--- src/rtl/ahb_bus_matrix_1xn.sv ---
// AHB-Lite 1xN address decoder and response mux with a built-in default slave.
// Optional wait-state watchdog is built when AHB_MATRIX_TIMEOUT_EN is defined.
module ahb_bus_matrix_1xn #(
  parameter int                     NSLV     = 8,
  parameter int                     ADDR_W   = 32,
  parameter logic [NSLV*ADDR_W-1:0] SLV_BASE = '0,
  parameter logic [NSLV*ADDR_W-1:0] SLV_MASK = '1,
  parameter int                     TIMEOUT  = 255
) (
  input  logic               HCLK,
  input  logic               HRESET,
  input  logic [ADDR_W-1:0]  HADDR,
  input  logic [1:0]         HTRANS,
  output logic               HREADY_M,
  output logic [1:0]         HRESP_M,
  output logic [31:0]        HRDATA_M,
  output logic [NSLV-1:0]    HSEL_S,
  input  logic [NSLV-1:0]    HREADYOUT_S,
  input  logic [NSLV*2-1:0]  HRESP_S,
  input  logic [NSLV*32-1:0] HRDATA_S,
  output logic               TOUT_IRQ,
  output logic [3:0]         TOUT_SLV,
  input  logic               TOUT_CLR
);

  localparam logic [1:0] D_IDLE = 2'd0;
  localparam logic [1:0] D_ERR1 = 2'd1;
  localparam logic [1:0] D_ERR2 = 2'd2;

  logic        r_ddef;
  logic [3:0]  r_dsel;
  logic        r_dact;
  logic [1:0]  r_dst;

  logic        w_hit;
  logic [3:0]  w_idx;
  logic        w_srdy;
  logic [1:0]  w_sresp;
  logic [31:0] w_sdata;
  logic        w_tout;
  logic        w_unused;

  // Scan high to low so the lowest matching index wins.
  always_comb begin
    w_hit = 1'b0;
    w_idx = '0;
    for (int i = NSLV - 1; i >= 0; i--) begin
      if ((HADDR & SLV_MASK[i*ADDR_W +: ADDR_W])
          == SLV_BASE[i*ADDR_W +: ADDR_W]) begin
        w_hit = 1'b1;
        w_idx = 4'(i);
      end
    end
  end

  always_comb begin
    HSEL_S = '0;
    for (int i = 0; i < NSLV; i++)
      HSEL_S[i] = w_hit && (w_idx == 4'(i));
  end

  always_comb begin
    w_srdy  = 1'b1;
    w_sresp = 2'b00;
    w_sdata = '0;
    for (int i = 0; i < NSLV; i++) begin
      if (r_dsel == 4'(i)) begin
        w_srdy  = HREADYOUT_S[i];
        w_sresp = HRESP_S[i*2 +: 2];
        w_sdata = HRDATA_S[i*32 +: 32];
      end
    end
  end

  always_comb begin
    HREADY_M = 1'b1;
    HRESP_M  = 2'b00;
    HRDATA_M = '0;
    unique case (1'b1)
      (r_dst == D_ERR1): begin
        HREADY_M = 1'b0;
        HRESP_M  = 2'b01;
      end
      (r_dst == D_ERR2): begin
        HRESP_M  = 2'b01;
      end
      (r_dst == D_IDLE && !r_ddef && r_dact): begin
        HREADY_M = w_srdy;
        HRESP_M  = w_sresp;
        HRDATA_M = w_sdata;
      end
      default: ;
    endcase
  end

  // Data-phase owner only advances when the master sees ready.
  always_ff @(posedge HCLK or posedge HRESET) begin
    if (HRESET) begin
      r_ddef <= 1'b1;
      r_dsel <= '0;
      r_dact <= 1'b0;
      r_dst  <= D_IDLE;
    end else if (HREADY_M) begin
      r_ddef <= !w_hit;
      r_dsel <= w_idx;
      r_dact <= HTRANS[1];
      r_dst  <= (!w_hit && HTRANS[1]) ? D_ERR1 : D_IDLE;
    end else if (r_dst == D_ERR1) begin
      r_dst  <= D_ERR2;
    end else if (w_tout) begin
      r_dst  <= D_ERR1;
    end
  end

`ifdef AHB_MATRIX_TIMEOUT_EN
  logic [7:0] r_cnt;
  logic       r_irq;
  logic [3:0] r_tslv;
  logic       w_wait;

  assign w_wait = (r_dst == D_IDLE) && r_dact && !r_ddef && !w_srdy;
  assign w_tout = w_wait && (({1'b0, r_cnt} + 9'd1) >= 9'(TIMEOUT));

  always_ff @(posedge HCLK or posedge HRESET) begin
    if (HRESET) begin
      r_cnt  <= '0;
      r_irq  <= 1'b0;
      r_tslv <= '0;
    end else begin
      if (HREADY_M || w_srdy)
        r_cnt <= '0;
      else if (w_wait && r_cnt != 8'hFF)
        r_cnt <= r_cnt + 8'd1;
      if (w_tout) begin
        r_irq  <= 1'b1;
        r_tslv <= r_dsel;
      end else if (TOUT_CLR) begin
        r_irq  <= 1'b0;
      end
    end
  end

  assign TOUT_IRQ = r_irq;
  assign TOUT_SLV = r_tslv;
  assign w_unused = HTRANS[0];
`else
  assign w_tout   = 1'b0;
  assign TOUT_IRQ = 1'b0;
  assign TOUT_SLV = 4'd0;
  assign w_unused = ^{HTRANS[0], TOUT_CLR};
`endif

endmodule

--- config.mk ---
export PLATFORM = sky130hd
export DESIGN_NAME = ahb_bus_matrix_1xn
export DESIGN_NICKNAME = d
export VERILOG_FILES = /design/src/rtl/ahb_bus_matrix_1xn.sv
export SDC_FILE = /design/constraint.sdc
export NUM_CORES = 1
export LEC_CHECK = 0
export ABC_CLOCK_PERIOD_IN_PS = 1500
export CORE_AREA = 5 5 138 140
export CTS_CLUSTER_SIZE = 8
export DETAILED_ROUTE_END_ITERATION = 6
export DIE_AREA = 0 0 143 145
export PLACE_DENSITY = 0.45
export REMOVE_ABC_BUFFERS = 1
export SLEW_MARGIN = 30
export SYNTH_ARGS = -nofsm -noshare
export SYNTH_HDL_FRONTEND = slang
export SYNTH_SLANG_ARGS = --single-unit
export TNS_END_PERCENT = 5
--- constraint.sdc ---
create_clock -name HCLK -period 1.5 [get_ports HCLK]
set_input_delay 0.15 -clock HCLK [delete_from_list [all_inputs] [get_ports HCLK]]
set_output_delay 0.15 -clock HCLK [all_outputs]
set_load 0.03 [all_outputs]
# --- Word-level counts from Yosys, hierarchy flattened ---
# Cells that the tools add are included.
totals:
  reg_bits: 4
  latch_bits: 0
  ram_bits: 0
  mem_bits_ro: 0
  inputBits: 317
  output_inout_bits: 48
  word_cells: 21
  mem_count: 0
classes:
  addsub: 0
  multipliers: 0
  div: 0
  n_lt_le_gt_ge: 0
  n_eq_ne: 2
  shift: 0
  mux: 7
  n_bitwise: 0
  n_reduce_logical: 9
op_table:
  columns: ["cell", "count"]
  rows:
  - ["logical NOT 32 bit", 1]
  - ["two-way mux 32 bit", 1]
  - ["two-way mux 2 bit", 2]
  - ["case mux 2 bit (2 select lines)", 1]
  - ["logical AND 1 bit", 3]
  - ["== test 2 x 1 -> 1 bit, second input constant", 1]
  - ["== test 2 bit, second input constant", 1]
  - ["logical NOT 1 bit", 2]
  - ["logical NOT 2 bit", 1]
  - ["two-way mux 1 bit", 2]
  - ["case mux 1 bit (2 select lines)", 1]
  - ["nonzero test 2 bit", 1]
  - ["OR reduction 2 bit", 1]

# --- Logic depth before layout (Yosys ltp) ---
# Gate-level depths: netlist (run 1).
logic_depth:
  depth_word: 6
  ltp_mapped: 7
  mapped_depth_nobuf: 6

# --- Least setup slack after synthesis (run 1) ---
# No wires, ideal clock.
synth_timing:
  kind: "register to register"
  start: "reg r_dst[0]"
  end: "reg r_dst[0]"
  setup_ns: 0.074
  arrival_time_ns: 1.430
  required_time_ns: 1.426
  setup_slack_ns: -0.004
  path_stages_with_launch: 8
  n_path_buf: 1
  synth_period_minus_slack_ns: 1.504
  cell_sequence: "dfrtp_1 -> inv_1 -> ha_1 -> and3b_1 -> buf_6 -> mux2i_4 -> nand2_2 -> o21ai_2"
synth_between:
  elab_chain_cells: 5
  word_cells_on_any_way: 7
  cone_classes: "eq/ne (1); mux (2); reduce/logical (4)"
synth_lines:
  columns: ["item", "line", "text"]
  rows:
  - ["start: declaration", "33", "logic [1:0] r_dst;"]
  - ["start signal: assignment", "107", "r_dst <= (!w_hit && HTRANS[1]) ? D_ERR1 : D_IDLE;"]
  - ["logical NOT 2 bit", "87", "(r_dst == D_IDLE && !r_ddef && r_dact): begin"]
  - ["logical AND 1 bit (2 in a row)", "87", null]
  - ["case mux 1 bit (2 select lines) (*)", "79", "unique case (1'b1)"]
  - ["net HREADY_M", "14", "output logic HREADY_M,"]
  - ["two-way mux 2 bit or nonzero test 2 bit (tied branches)", null, null]
# The timed path passes the listed nets; every way through them passes the cells marked *.
# A chain may end at the register's enable or synchronous reset.

# --- Final worst setup path (run 1) ---
layout_timing:
  start: "reg r_dst[0]"
  end: "out HRESP_M[0]"
layout_between:
  elab_chain_cells: 4
  word_cells_on_any_way: 7
  cone_classes: "eq/ne (2); mux (1); reduce/logical (4)"
layout_lines:
  columns: ["item", "line", "text"]
  rows:
  - ["logical NOT 2 bit", "87", null]
  - ["logical AND 1 bit (2 in a row)", "87", null]
  - ["case mux 2 bit (2 select lines) (*)", "79", null]
  - ["end: declaration", "15", "output logic [1:0] HRESP_M,"]
# Mark *: on every way between the ends. The rest lies on a longest branch, timed or not.

==> results of run 1 <==
[state kept, by name, summed over array words and instances, names as in the netlist]
signal  cells
r_ddef      1
r_dst       2
r_dact      1
[worst paths after layout]
| path | startpoint | to | slack, ns | cells after the start |
|---|---|---|---|---|
| worst max register to register | r_dst[0]$_DFFE_PP0P_ | r_dst[0]$_DFFE_PP0P_ | 0.05 | 6 |
| max in group asynchronous | HRESET | r_ddef$_DFFE_PP1P_ | 1.16 | 2 |
| worst max-delay path | r_dst[0]$_DFFE_PP0P_ | HRESP_M[0] | -0.22 | 6 |
| worst min-delay path | HRESET | r_dst[1]$_DFFE_PP0P_ | 0.11 | 2 |
| worst min register to register | r_ddef$_DFFE_PP1P_ | r_ddef$_DFFE_PP1P_ | 0.50 | 2 |
| min in group HCLK | r_ddef$_DFFE_PP1P_ | r_ddef$_DFFE_PP1P_ | 0.50 | 2 |
[Yosys cell counts]
library cell / number
and2_1: 29
buf_4: 13
nor4_1: 8
inv_1: 5
nor2_1: 5
and2_2: 4
clkbuf_1: 3
dfrtp_1: 3
ha_1: 2
nand4_1: 2
a21o_2: 1
a21oi_1: 1
and3b_1: 1
buf_6: 1
conb_1: 1
dfstp_2: 1
mux2i_4: 1
nand2_2: 1
nand3_1: 1
o21ai_0: 1
o21ai_2: 1
[layer usage]
metal  global-route usage, %  share of wire, %  up-vias
met5                       0                 0        -
met4                   0.570              0.50        0
met3                   0.790                12        2
met2                    6.32                55       62
met1                    2.67                32      417
li1                        -                 -      464
[where the power goes]
part / switching (mW) / total [mW] / internal (mW) / leakage, nW
Clock: 0.0780 / 0.429 / 0.351 / 0.0382
Combinational: 0.117 / 0.321 / 0.204 / 0.752
Sequential: 0.00410 / 0.121 / 0.117 / 0.0484
[layout by cell type (no fill, tap or decap), drive strengths merged]
cell type,Yosys,final
ha,2,2
a21o,1,1
mux2i,1,1
and3b,1,1
nor4,8,8
conb,1,12
and2,33,33
nand4,2,2
clkbuf,3,4
dfstp,1,1
nand2,1,1
dfrtp,3,3
buf,14,41
o21ai,2,2
nand3,1,1
inv,5,5
clkdlybuf4s50,0,69
nor2,5,5
a21oi,1,1
[worst reg2reg max path, delay by kind of cell, from the launching register on]
kind	cells	cell delay (ns)
AND/OR/NAND/NOR	2	0.35
adder cells (fa/ha/maj)	1	0.14
multiplexers	1	0.35
AO/OA/AOI/OAI	1	0.12
buffers and inverters	1	0.06
flip-flops	1	0.37
[cells by family after synthesis]
| family | share of synthesized area (%) |
|---|---|
| mux | 3.56 |
| compound gates | 4.36 |
| fa+ha+maj | 3.96 |
| other cells | 0.593 |
| simple gates | 49.5 |
| buf+inv | 22.0 |
| flops | 16.0 |
[layout make-up]
class | count | area [µm²] | share of cell area (%)
clock buffer | 4 | 78.8 | 3.69
inverter | 5 | 18.8 | 0.878
multi-input combinational | 70 | 459 | 21.5
sequential | 4 | 101 | 4.74
tap | 229 | 287 | 13.4
timing repair buffer | 110 | 1190 | 55.8
[metrics by stage]
step | hold slack, ns | setup TNS [ns] | power [mW]
final | 0.111 | -6.55 | 0.872
after global placement | 0.340 | -0.715 | 0.436
after floorplan | -0.0846 | -7.32 | 0.218
after CTS | 0.119 | -7.63 | 0.886
after global routing | 0.130 | -9.44 | 0.914
after detailed placement | 0.353 | -1.56 | 0.439
[timing repair]
item                                    4_1_cts  5_1_grt
buffers inserted                              0        0
endpoints found under the setup margin       39       39
pin swaps                                     0        3
resized for setup                            34        7
endpoints found under the hold margin         0        0
gates cloned                                  0        0
==> results.sh, run 1 <==
export IMPL_critPathBufInv=3
export IMPL_setup_ws_ns=-0.220
export IMPL_layout_cells_non_filler=422
export IMPL_cts_buffers_inserted=3
export IMPL_wl_per_cell_um=8.08
export IMPL_cp_end_kind="output port"
export IMPL_critPathKind="reg2out"
export IMPL_dp_hpwl_um=3000
export IMPL_ctsHtreeMaxLevel=1
export IMPL_rsz0062_at_grt="true"
export IMPL_area_delta_synth_final_pct=238
export IMPL_violations="setup timing"
export IMPL_nNetsFinal=513
export IMPL_cts_root_buf="clkbuf_16"
export IMPL_synth_area_per_cell_um2=7.43
export IMPL_cts_tree="built"
export IMPL_clkLatencyLatePin_ns=0.22
export IMPL_antenna_left=0
export IMPL_grt_pass1_vias=1027
export IMPL_grt_start_max_net_pins=36
export IMPL_clock_sinks=4
export IMPL_synthesis_area_um2=632
export IMPL_setup_viol=36
export IMPL_arrival_ns=1.57
export IMPL_yosys_area_top_type="and2_1"
export IMPL_antenna_found_initial=0
export IMPL_period_needed_ns=1.72
export IMPL_core_mm2=0.0177
export IMPL_critPathRequiredTime_ns=1.35
export IMPL_placedCellCount=418
export IMPL_place_ws_ns=-0.243
export IMPL_grt_pass1_wl_um=5020
export IMPL_cp_slowest_cell="dfrtp_1"
export IMPL_ios=365
export IMPL_synthCells=85
export IMPL_drive_gt1_share_pct=32.1
export IMPL_clk_path_buf_depth=2
export IMPL_cap_violations=0
export IMPL_cpPeakStageDelay_ns=0.34
export IMPL_gr_usage_all_layers_pct=2.96
export IMPL_maxSlewViolCount=0
export IMPL_drcViolationCount=0
export IMPL_power_leakage_nw=0.838
export IMPL_synth_distinct_cells=21
export IMPL_period_share_pct=115
export IMPL_utilization_pct=12.1
export IMPL_min_path_type="in2async"
export IMPL_start_kind="register"
export IMPL_num_vias=945
export IMPL_clock_skew_ns=0.00231
export IMPL_synth_area_leaders="and2_1, buf_4, dfrtp_1"
export IMPL_ys_warn_count=0
export IMPL_ys_ff_latch=4
export IMPL_seq_area_frac_synth_pct=16.0
export IMPL_cts_hold_buffers=0
export IMPL_crit_fanout=35
export IMPL_synth_top_area_share_pct=28.7
export IMPL_portBuffers=105
export IMPL_gp_congestion=0.706
export IMPL_clkTransAtPathRegs_ns=0.03
export IMPL_p_per_area_mw_per_mm2=408
export IMPL_placed_area_mm2=0.00191
export IMPL_fillers=2002
export IMPL_postRouteWirelength_um=3410
export IMPL_firstDrtPassIters=2
export IMPL_first_iter_violations=1
export IMPL_fmax_ghz=0.581
export IMPL_critical_path_top_delay_family="buffers and inverters"
export IMPL_die_y_um=145
export IMPL_via_per_inst=2.24
export IMPL_crit_chain="inv_1, ha_1, and3b_2, buf_12, a21o_2, buf_6"
export IMPL_die_area_mm2=0.0207
export IMPL_overflow=0
export IMPL_peakVddDrop_v=0.000503
export IMPL_die_w_um=143
export IMPL_initial_utilization_pct=3.57
export IMPL_hold_viol_final=0
export IMPL_status="complete, but fails checks"
export IMPL_antenna_cells=0
export IMPL_fin_area_mm2=0.00214
export IMPL_fp_row_count=49
Note: power is estimated with default switching activity, not from simulation.
==> run 2: changes to the inputs <==
--- a/config.mk
+++ b/config.mk
@@ -6,11 +6,11 @@
 export NUM_CORES = 1
 export LEC_CHECK = 0
 export ABC_CLOCK_PERIOD_IN_PS = 1500
-export CORE_AREA = 5 5 138 140
+export CORE_AREA = 10 10 132 134
 export CTS_CLUSTER_SIZE = 8
 export DETAILED_ROUTE_END_ITERATION = 6
-export DIE_AREA = 0 0 143 145
-export PLACE_DENSITY = 0.45
+export DIE_AREA = 0 0 142 144
+export PLACE_DENSITY = 0.51
 export REMOVE_ABC_BUFFERS = 1
 export SLEW_MARGIN = 30
 export SYNTH_ARGS = -nofsm -noshare
==> results.sh, run 2 (synthesized netlist as in run 1, its figures left out) <==
export IMPL_grt_pass1_vias=1135
export IMPL_portBuffers=105
export IMPL_regMostFlops="r_dst"
export IMPL_cts_hold_buffers=0
export IMPL_maxSlewViolCount=0
export IMPL_layout_cells_most_common="clkdlybuf4s50_1"
export IMPL_clock_sinks=4
export IMPL_overflow=0
export IMPL_cts_buffers_inserted=3
export IMPL_clock_skew_ns=0.00261
export IMPL_power_leakage_nw=0.905
export IMPL_p_per_area_mw_per_mm2=398
export IMPL_area_delta_synth_final_pct=257
export IMPL_cp_end_kind="output port"
export IMPL_cap_violations=0
export IMPL_dp_hpwl_um=3620
export IMPL_peakVddDrop_v=0.000537
export IMPL_core_mm2=0.0149
export IMPL_clk_path_buf_depth=2
export IMPL_postRouteWirelength_um=4520
export IMPL_cts_tree="built"
export IMPL_drcViolationCount=0
export IMPL_arrival_ns=1.60
export IMPL_gp_congestion=0.644
export IMPL_hold_viol_final=0
export IMPL_initial_utilization_pct=4.25
export IMPL_start_kind="register"
export IMPL_die_y_um=144
export IMPL_place_ws_ns=-0.168
export IMPL_totalPowerFinal_mw=0.897
export IMPL_via_per_inst=2.64
export IMPL_utilization_pct=15.2
export IMPL_period_needed_ns=1.75
export IMPL_first_iter_violations=2
export IMPL_largest_reg_flops=2
export IMPL_nNetsFinal=519
export IMPL_antenna_left=0
export IMPL_cts_root_buf="clkbuf_16"
export IMPL_critPathRequiredTime_ns=1.35
export IMPL_num_vias=1022
export IMPL_drive_gt1_share_pct=46.2
export IMPL_wl_per_cell_um=11.7
export IMPL_gr_usage_all_layers_pct=3.49
export IMPL_reg_top3="r_dst x2, r_dact x1, r_ddef x1"
export IMPL_clkLatencyLatePin_ns=0.23
export IMPL_status="complete, but fails checks"
export IMPL_period_share_pct=117
export IMPL_die_w_um=142
export IMPL_rsz0062_at_grt="true"
export IMPL_fp_row_count=45
export IMPL_antenna_found_initial=1
export IMPL_die_area_mm2=0.0204
export IMPL_fmax_ghz=0.571
export IMPL_final_cell_mix="clkdlybuf4s50_1, buf_6, and2_4"
export IMPL_setup_viol=39
export IMPL_setup_ws_ns=-0.250
export IMPL_grt_start_max_net_pins=33
export IMPL_violations="setup timing"
export IMPL_fillers=1701
export IMPL_crit_fanout=8
export IMPL_clkTransAtPathRegs_ns=0.03
export IMPL_ctsHtreeMaxLevel=1
export IMPL_grt_pass1_wl_um=5680
export IMPL_min_path_type="in2async"
export IMPL_firstDrtPassIters=2
export IMPL_ios=365
export IMPL_antenna_cells=0
export IMPL_critPathKind="reg2out"
==> run 2: worst paths after layout <==
| path | start | endpoint | slack, ns | cells past startpoint |
|---|---|---|---|---|
| worst max register to register | r_dst[1]$_DFFE_PP0P_ | r_dst[0]$_DFFE_PP0P_ | -0.16 | 8 |
| worst min register to register | r_ddef$_DFFE_PP1P_ | r_ddef$_DFFE_PP1P_ | 0.51 | 2 |
| worst min-delay path | HRESET | r_dst[1]$_DFFE_PP0P_ | 0.11 | 2 |
| max in group asynchronous | HRESET | r_ddef$_DFFE_PP1P_ | 1.16 | 2 |
| worst max-delay path | r_dst[1]$_DFFE_PP0P_ | HRDATA_M[9] | -0.25 | 6 |
| min in group HCLK | r_ddef$_DFFE_PP1P_ | r_ddef$_DFFE_PP1P_ | 0.51 | 2 |
==> run 2: cell type report <==
cell class	count	area, µm²	area share [%]
Timing Repair Buffer	116	1280	56.7
Multi-Input combinational cell	70	541	24.0
Tap cell	188	235	10.4
Sequential cell	4	101	4.50
Clock buffer	4	78.8	3.50
Inverter	5	18.8	0.833
==> run 2: repair_timing <==
item / in CTS / in global routing
setup endpoints to repair: 40 / 40
setup buffers: 0 / 2
pin swaps: 5 / 22
gates resized for setup: 38 / 30
gates cloned: 0 / 3
==> run 2: power by group <==
part | total, mW | switching, mW | internal [mW]
clock network | 0.433 | 0.0815 | 0.352
registers | 0.122 | 0.00480 | 0.117
logic | 0.342 | 0.129 | 0.214
total | 0.897 | 0.215 | 0.682
==> run 2: worst max-delay path, stage by stage (launching register included) <==
cell,delay (ns)
dfrtp_1,0.38
inv_2,0.08
ha_4,0.13
and3b_4,0.31
clkbuf_16,0.20
and2_4,0.15
buf_12,0.11
==> run 2: metal layers <==
metal	vias to the layer above	track usage (%)	part of all wire (%)	wire length, µm
met3	6	2.43	14	638
met5	-	0	0.27	12
met2	84	5.85	49	2210
li1	480	-	-	-
met4	2	0.968	0.80	36
met1	450	3.40	36	1620
==> run 2: through the flow <==
stage          TNS [ns]  hold slack, ns  area (µm²)  std cells
2_1_floorplan     -7.32         -0.0846         553         79
3_3_place_gp      -2.69           0.347        1880        378
3_5_place_dp      -3.98           0.349        1880        378
4_1_cts           -8.48           0.120        2090        382
5_1_grt          -11.38           0.129        2250        387
6_report          -8.11           0.112        2250        387
